### src/rtl/demux12_2b_valid.sv
// 1:2 valid demultiplexer: routes one input word to one of two registered lanes,
// chosen by an external select or by an internal round-robin pointer, and counts the words on each lane.
module demux12_2b_valid #(
    parameter int WIDTH = 2,
    parameter int CNT_W = 4
) (
    input  logic             clk,
    input  logic             reset,
    input  logic [WIDTH-1:0] in,
    input  logic             in_valid,
    input  logic             select,
    input  logic             mode,
    output logic [WIDTH-1:0] out0,
    output logic [WIDTH-1:0] out1,
    output logic             out0_valid,
    output logic             out1_valid,
    output logic             rr_sel,
    output logic [CNT_W-1:0] count0,
    output logic [CNT_W-1:0] count1
);

    logic sel;

    // The pointer value from the current cycle is used, so the pointer only advances after routing.
    assign sel = mode ? rr_sel : select;

    // NOTE: sequential state uses non-blocking assignments so every register samples pre-edge values.
    always_ff @(posedge clk or negedge reset) begin
        if (!reset) begin
            out0       <= '0;
            out1       <= '0;
            out0_valid <= 1'b0;
            out1_valid <= 1'b0;
            rr_sel     <= 1'b0;
            count0     <= '0;
            count1     <= '0;
        end else begin
            // NOTE: both valids are cleared by default, so a valid lasts one cycle unless a new word refreshes it.
            out0_valid <= 1'b0;
            out1_valid <= 1'b0;
            if (in_valid) begin
                if (sel) begin
                    out1       <= in;
                    out1_valid <= 1'b1;
                    count1     <= count1 + CNT_W'(1);
                end else begin
                    out0       <= in;
                    out0_valid <= 1'b1;
                    count0     <= count0 + CNT_W'(1);
                end
                if (mode) begin
                    rr_sel <= ~rr_sel;
                end
            end
        end
    end

endmodule
### config.mk
export PLATFORM = sky130hd
export DESIGN_NAME = demux12_2b_valid
export DESIGN_NICKNAME = d
export VERILOG_FILES = /design/src/rtl/demux12_2b_valid.sv
export SDC_FILE = /design/constraint.sdc
export NUM_CORES = 1
export LEC_CHECK = 0
export CORE_MARGIN = 2
export CORE_UTILIZATION = 45
export CTS_CLUSTER_DIAMETER = 150
export DETAILED_ROUTE_END_ITERATION = 7
export DONT_BUFFER_PORTS = 1
export PLACE_DENSITY = 0.66
export SKIP_LAST_GASP = 1
export SYNTH_ARGS = -nofsm -noshare
export SYNTH_HDL_FRONTEND = slang
export SYNTH_SLANG_ARGS = --single-unit
### constraint.sdc
create_clock -name clk -period 3.14 [get_ports clk]
set_clock_uncertainty 0.15 [all_clocks]
set_input_delay 0.942 -clock clk [delete_from_list [all_inputs] [get_ports clk]]
set_output_delay 0.942 -clock clk [all_outputs]
set_load 0.02 [all_outputs]
==> run_results.csv, run 1 <==
group,metric,value,unit
final_layout,drive_above_1_share,25.5,%
timing,setup_tns,0,ns
global_route,grt_pass1_vias,396,
timing,finalCritPeriodShare,60.2,%
routing,first_pass_iters,1,
logic_synthesis,synth_nets,52,
logic_synthesis,ys_types,15,
timing,setup_violations,0,
logic_synthesis,netlist_top_cells_count,"15 x dfrtp_1, 5 x xnor2_1, 3 x mux2_2, 3 x mux2_4",
logic_synthesis,yosys_warnings,0,
logic_synthesis,synth_seq_cells,15,
die,pin_count,22,
final_layout,nFillCells,130,
placed_design,dp_hpwl,841,um
logic_synthesis,synth_top_flop_cell,"dfrtp_1",
worst_setup_path,worstSetupEndpointType,"primary output",
timing,slew_headroom,73.6,%
placed_design,placed_cell_area,638,um2
outcome,status,"completed",
pwr,max-vdd-ir-drop,440,uV
routing,drc,0,
worst_setup_path,cp.depth,0,
clock_network,tritoncts,"yes",
clock_network,insertion_delay,0.27,ns
placed_design,place_congestion,0.535,
final_layout,fin_nets,57,
clock_network,clockBufferDepth,2,
die,rows,13,
timing,finalMaxSlewViolations,0,
logic_synthesis,ys_top_cells_by_area,"dfrtp_1 61%, mux2_4 7.3%, xnor2_1 7.1%, mux2_2 5.5%, ha_1 4.0%",
global_route,grt_antenna_before_repair,0,
pwr,power_density,1110,mW/mm2
timing,rsz0062_at_grt,"false",
logic_synthesis,synthArstFlopShare,100,%
global_route,grt_use_total,16.0,%
routing,postRouteAntennaNets,0,
global_route,grt_overflow,0,
timing,max_freq,529,MHz
worst_setup_path,crit_arrival,0.80,ns
clock_network,clk_pin_slew_worst_paths,0.08,ns
die,start_util,47.6,%
clock_network,post-cts-setup-buffers,0,
run,cap_violations,0,
logic_synthesis,yosysMostFrequentCell,"dfrtp_1",
logic_synthesis,yosysSeqAreaShare,60.6,%
clock_network,ctsResizeCount,0,
clock_network,htreeDepth,1,
worst_setup_path,crit_required,2.05,ns
die,coreArea,0.00130,mm2
logic_synthesis,synth-edff-count,0,
die,dieArea,0.00169,mm2
logic_synthesis,synth_top_area_cell,"dfrtp_1",
worst_setup_path,crit_path_start_kind,"flop",
logic_synthesis,syn_avg_cell_area,14.4,um2
global_route,grt_first_pass_wirelength,1.61,mm
logic_synthesis,yosysTopAreaCellShare,60.6,%
clock_network,numCtsBuffers,3,
die,die_x,41.1,um
timing,finalHoldViolations,0,
final_layout,num_antenna_cells,0,
final_layout,fin_area,664,um2
routing,wl_per_cell,17.3,um
worst_hold_path,hp-class,"in2async",
clock_network,root_buffer,"clkbuf_4",
logic_synthesis,netlist_area,619,um2
routing,routed_via_density,5.42,
final_layout,syn_to_final_growth,7.27,%
placed_design,io_buffer_count,0,
logic_synthesis,syn-instance-count,43,
global_route,grt_start_max_net_pins,16,
worst_setup_path,cp_max_fo,4,
worst_setup_path,rr_worst_depth,3,
timing,fin_crit,1.89,ns
routing,wirelength,1.07,mm
pwr,leakage,0.318,nW
routing,vias,336,
worst_setup_path,critical_path_class,"reg2out",
routing,drt_iter0_markers,0,
clock_network,hold_buffers,0,
timing,worst_pin_slew,0.388,ns
clock_network,clkSinkCount,15,
die,dieHeight,41.1,um
-- flip-flops by register name, indices dropped and copies added, names as in the netlist --
name / flops
rr_sel: 1
out0: 2
out1: 2
out0_valid: 1
out1_valid: 1
count0: 4
count1: 4
-- cells by family after synthesis --
group,Yosys count,synth area share (%)
AND/OR/NAND/NOR,10,9.30
adder cells (fa/ha/maj),2,4.04
multiplexers,7,14.9
flip-flops,15,60.6
XOR/XNOR,7,9.90
buffers and inverters,2,1.21
-- layout by cell type, fill, tap and decap left out --
master,count
nand2_1,2
nor2_1,2
nand4_1,1
mux2_4,3
and3_1,1
mux2_2,3
inv_1,2
clkbuf_1,1
nand3_1,2
nand2b_4,1
clkbuf_4,3
nand2_2,1
xor2_1,2
ha_1,2
xnor2_1,5
mux2i_2,1
dfrtp_1,15
-- final cells by class --
type	count	area, um2	share of cell area (%)
Multi-Input combinational cell	26	236	35.6
Inverter	2	7.51	1.13
Clock buffer	4	26.3	3.95
Sequential cell	15	375	56.5
Tap cell	15	18.8	2.82
-- per-stage QoR --
step	power (mW)	cells	utilization [%]	setup slack, ns	hold WS [ns]
global route	0.786	62	51.1	1.20	0.178
finish	0.736	62	51.1	1.25	0.207
floorplan	0.588	43	-	1.09	0.428
global placement	0.614	58	49.0	0.998	0.446
detailed placement	0.644	58	49.0	0.979	0.470
CTS	0.752	62	51.1	1.23	0.192
-- where the power goes --
group / total, mW / switching [mW] / internal, mW
clock network: 0.104 / 0.0545 / 0.0491
registers: 0.469 / 0.192 / 0.278
logic: 0.163 / 0.0621 / 0.101
-- final timing paths --
kind / from / endpoint / slack, ns
min in group clk: count0[3] / count0[3] / 0.48
setup / recovery: count1[0] / count1[0] / 1.25
hold / removal: reset / count1[2] / 0.21
setup reg to reg: rr_sel / count1[1] / 1.44
max in group asynchronous: reset / count1[3] / 2.57
hold reg to reg: count0[3] / count0[3] / 0.48
-- routing by layer --
layer / GRT usage [%] / up-vias / part of all wire [%]
met5: 0 / - / 0
met4: 7.26 / 0 / 0.65
met3: 5.43 / 2 / 8.5
met2: 30.9 / 15 / 58
met1: 14.7 / 168 / 33
li1: - / 151 / -
No activity file was read; power rests on OpenSTA's default activity.
==> run 2: changes to the inputs <==
--- a/config.mk
+++ b/config.mk
@@ -10,7 +10,7 @@
 export CTS_CLUSTER_DIAMETER = 150
 export DETAILED_ROUTE_END_ITERATION = 7
 export DONT_BUFFER_PORTS = 1
-export PLACE_DENSITY = 0.66
+export PLACE_DENSITY = 0.68
 export SKIP_LAST_GASP = 1
 export SYNTH_ARGS = -nofsm -noshare
 export SYNTH_HDL_FRONTEND = slang
==> constraint.sdc (replaced) <==
create_clock -name clk -period 1.7 [get_ports clk]
set_clock_uncertainty 0.15 [all_clocks]
set_input_delay 0.51 -clock clk [delete_from_list [all_inputs] [get_ports clk]]
set_output_delay 0.51 -clock clk [all_outputs]
set_load 0.02 [all_outputs]
==> run 2 against run 1 <==
Effect of this change:
- total power increased by 89%
- largest cell class unchanged
- via count increased by 3.0%
- critical path type unchanged
- flip-flop and latch count unchanged
- clock-buffer cell count unchanged
- first-iteration DRC count increased by 5
- combinational power increased by 120%
- clock power increased by 90%
- design area increased by 6.0%
- sequential share of layout area decreased by 3.2 points
- cell count increased by 8.1%
- wire length decreased by 7.5%
==> run_results.csv, run 2 (synthesis results as in run 1) <==
group,metric,value,unit
worst_setup_path,crit_arrival,0.84,ns
worst_setup_path,worstSetupEndpointType,"primary output",
worst_hold_path,hp-class,"in2reg",
global_route,grt_antenna_before_repair,0,
timing,slew_headroom,56.7,%
clock_network,clockBufferDepth,2,
timing,worst_pin_slew,0.647,ns
worst_setup_path,critPathSlowestCell,"dfrtp_1",
timing,max_freq,667,MHz
worst_setup_path,critPathBufInv,1,
final_layout,num_antenna_cells,0,
placed_design,place_congestion,0.576,
die,die_x,41.1,um
timing,setup_tns,0,ns
routing,first_pass_iters,2,
final_layout,most-common-layout-cells,"15 x dfrtp_1, 5 x xnor2_1, 4 x buf_4",
global_route,grt_first_pass_wirelength,1.44,mm
final_layout,fin_nets,62,
routing,postRouteAntennaNets,0,
final_layout,final_common_cell,"dfrtp_1",
outcome,status,"completed",
die,coreArea,0.00130,mm2
routing,routed_via_density,5.16,
global_route,grt_use_total,14.2,%
final_layout,nFillCells,121,
global_route,grt_pass1_vias,361,
placed_design,io_buffer_count,0,
clock_network,htreeDepth,1,
pwr,power_density,1980,mW/mm2
routing,wl_per_cell,14.8,um
final_layout,fin_cells,67,
timing,setup_violations,0,
final_layout,drive_above_1_share,30.8,%
global_route,grt_start_max_net_pins,16,
worst_setup_path,cp_max_fo,2,
worst_setup_path,crit_family,"flip-flops",
final_layout,syn_to_final_growth,13.7,%
die,dieHeight,41.1,um
die,pin_count,22,
clock_network,clk_pin_slew_worst_paths,0.09,ns
clock_network,numCtsBuffers,3,
worst_setup_path,critPathMaxStageDelay,0.39,ns
timing,rsz0062_at_grt,"false",
routing,drc,0,
global_route,grt_overflow,0,
clock_network,insertion_delay,0.28,ns
pwr,max-vdd-ir-drop,866,uV
clock_network,clkSinkCount,15,
placed_design,place_inst,62,
pwr,leakage,0.341,nW
routing,vias,346,
die,start_util,47.6,%
routing,wirelength,990,um
worst_setup_path,cp_cell_sequence,"buf_4",
clock_network,tritoncts,"yes",
worst_setup_path,critical_path_class,"reg2out",
final_layout,largestRegisters,"count0 (4), count1 (4)",
die,dieArea,0.00169,mm2
die,rows,13,
timing,finalHoldViolations,0,
clock_network,post-cts-setup-buffers,0,
worst_setup_path,crit_required,1.04,ns
timing,fin_crit,1.50,ns
run,cap_violations,0,
timing,finalMaxSlewViolations,0,
clock_network,root_buffer,"clkbuf_4",
timing,finalCritPeriodShare,88.2,%
routing,drt_iter0_markers,5,
placed_design,dp_hpwl,797,um
worst_setup_path,crit_path_start_kind,"flop",
## run 2: changes by cell type in the layout (fill, tap and decap cells not counted)
cell,delta
dlygate4sd3_1,+1
buf_4,+4
## run 2: path summary, 6_finish.rpt
check / slack (ns) / depth (start not counted) / end / startpoint
min in group asynchronous: 0.54 / 1 / rr_sel / reset
worst max register to register: 0.24 / 3 / count1[1] / rr_sel
worst min-delay path: 0.22 / 1 / out0[0] / in[0]
max in group asynchronous: 0.44 / 1 / out1_valid / reset
worst max-delay path: 0.20 / 1 / rr_sel / rr_sel
worst min register to register: 0.46 / 1 / count1[3] / count1[3]
## run 2: layout make-up
class | instances | area [um2] | share of cell area [%]
Inverter | 2 | 7.51 | 1.07
Multi-Input combinational cell | 26 | 236 | 33.6
Sequential cell | 15 | 375 | 53.3
Timing Repair Buffer | 5 | 40.0 | 5.68
Clock buffer | 4 | 26.3 | 3.73
Tap cell | 15 | 18.8 | 2.66
## run 2: where the power goes
| group | switching [mW] | leakage [nW] | internal, mW | total [mW] |
|---|---|---|---|---|
| sequential | 0.325 | 0.179 | 0.513 | 0.838 |
| clock | 0.107 | 0.0150 | 0.0909 | 0.198 |
| combinational | 0.138 | 0.147 | 0.220 | 0.358 |
## run 2: timing repair
item / 4_1_cts / 5_1_grt
hold buffers: 1 / 0
gates resized for setup: 0 / 0
hold endpoints to repair: 15 / 0
## run 2: metal layers
layer / routed length (um) / track usage (%)
met1: 367 / 13.4
met2: 536 / 24.2
met3: 86 / 6.52
met4: 0 / 9.68
met5: 0 / 0
## run 2: stage by stage
step | power [mW] | utilization (%) | worst slack, ns | cell area (um2) | hold slack [ns]
finish | 1.39 | 54.1 | 0.201 | 704 | 0.220
global route | 1.50 | 54.1 | 0.152 | 704 | 0.194
CTS | 1.42 | 54.1 | 0.181 | 704 | 0.208
detailed placement | 1.21 | 51.3 | 0.0693 | 668 | 0.0647
global placement | 1.18 | 51.3 | 0.118 | 668 | 0.0647
floorplan | 1.09 | - | 0.0771 | 619 | 0.0644
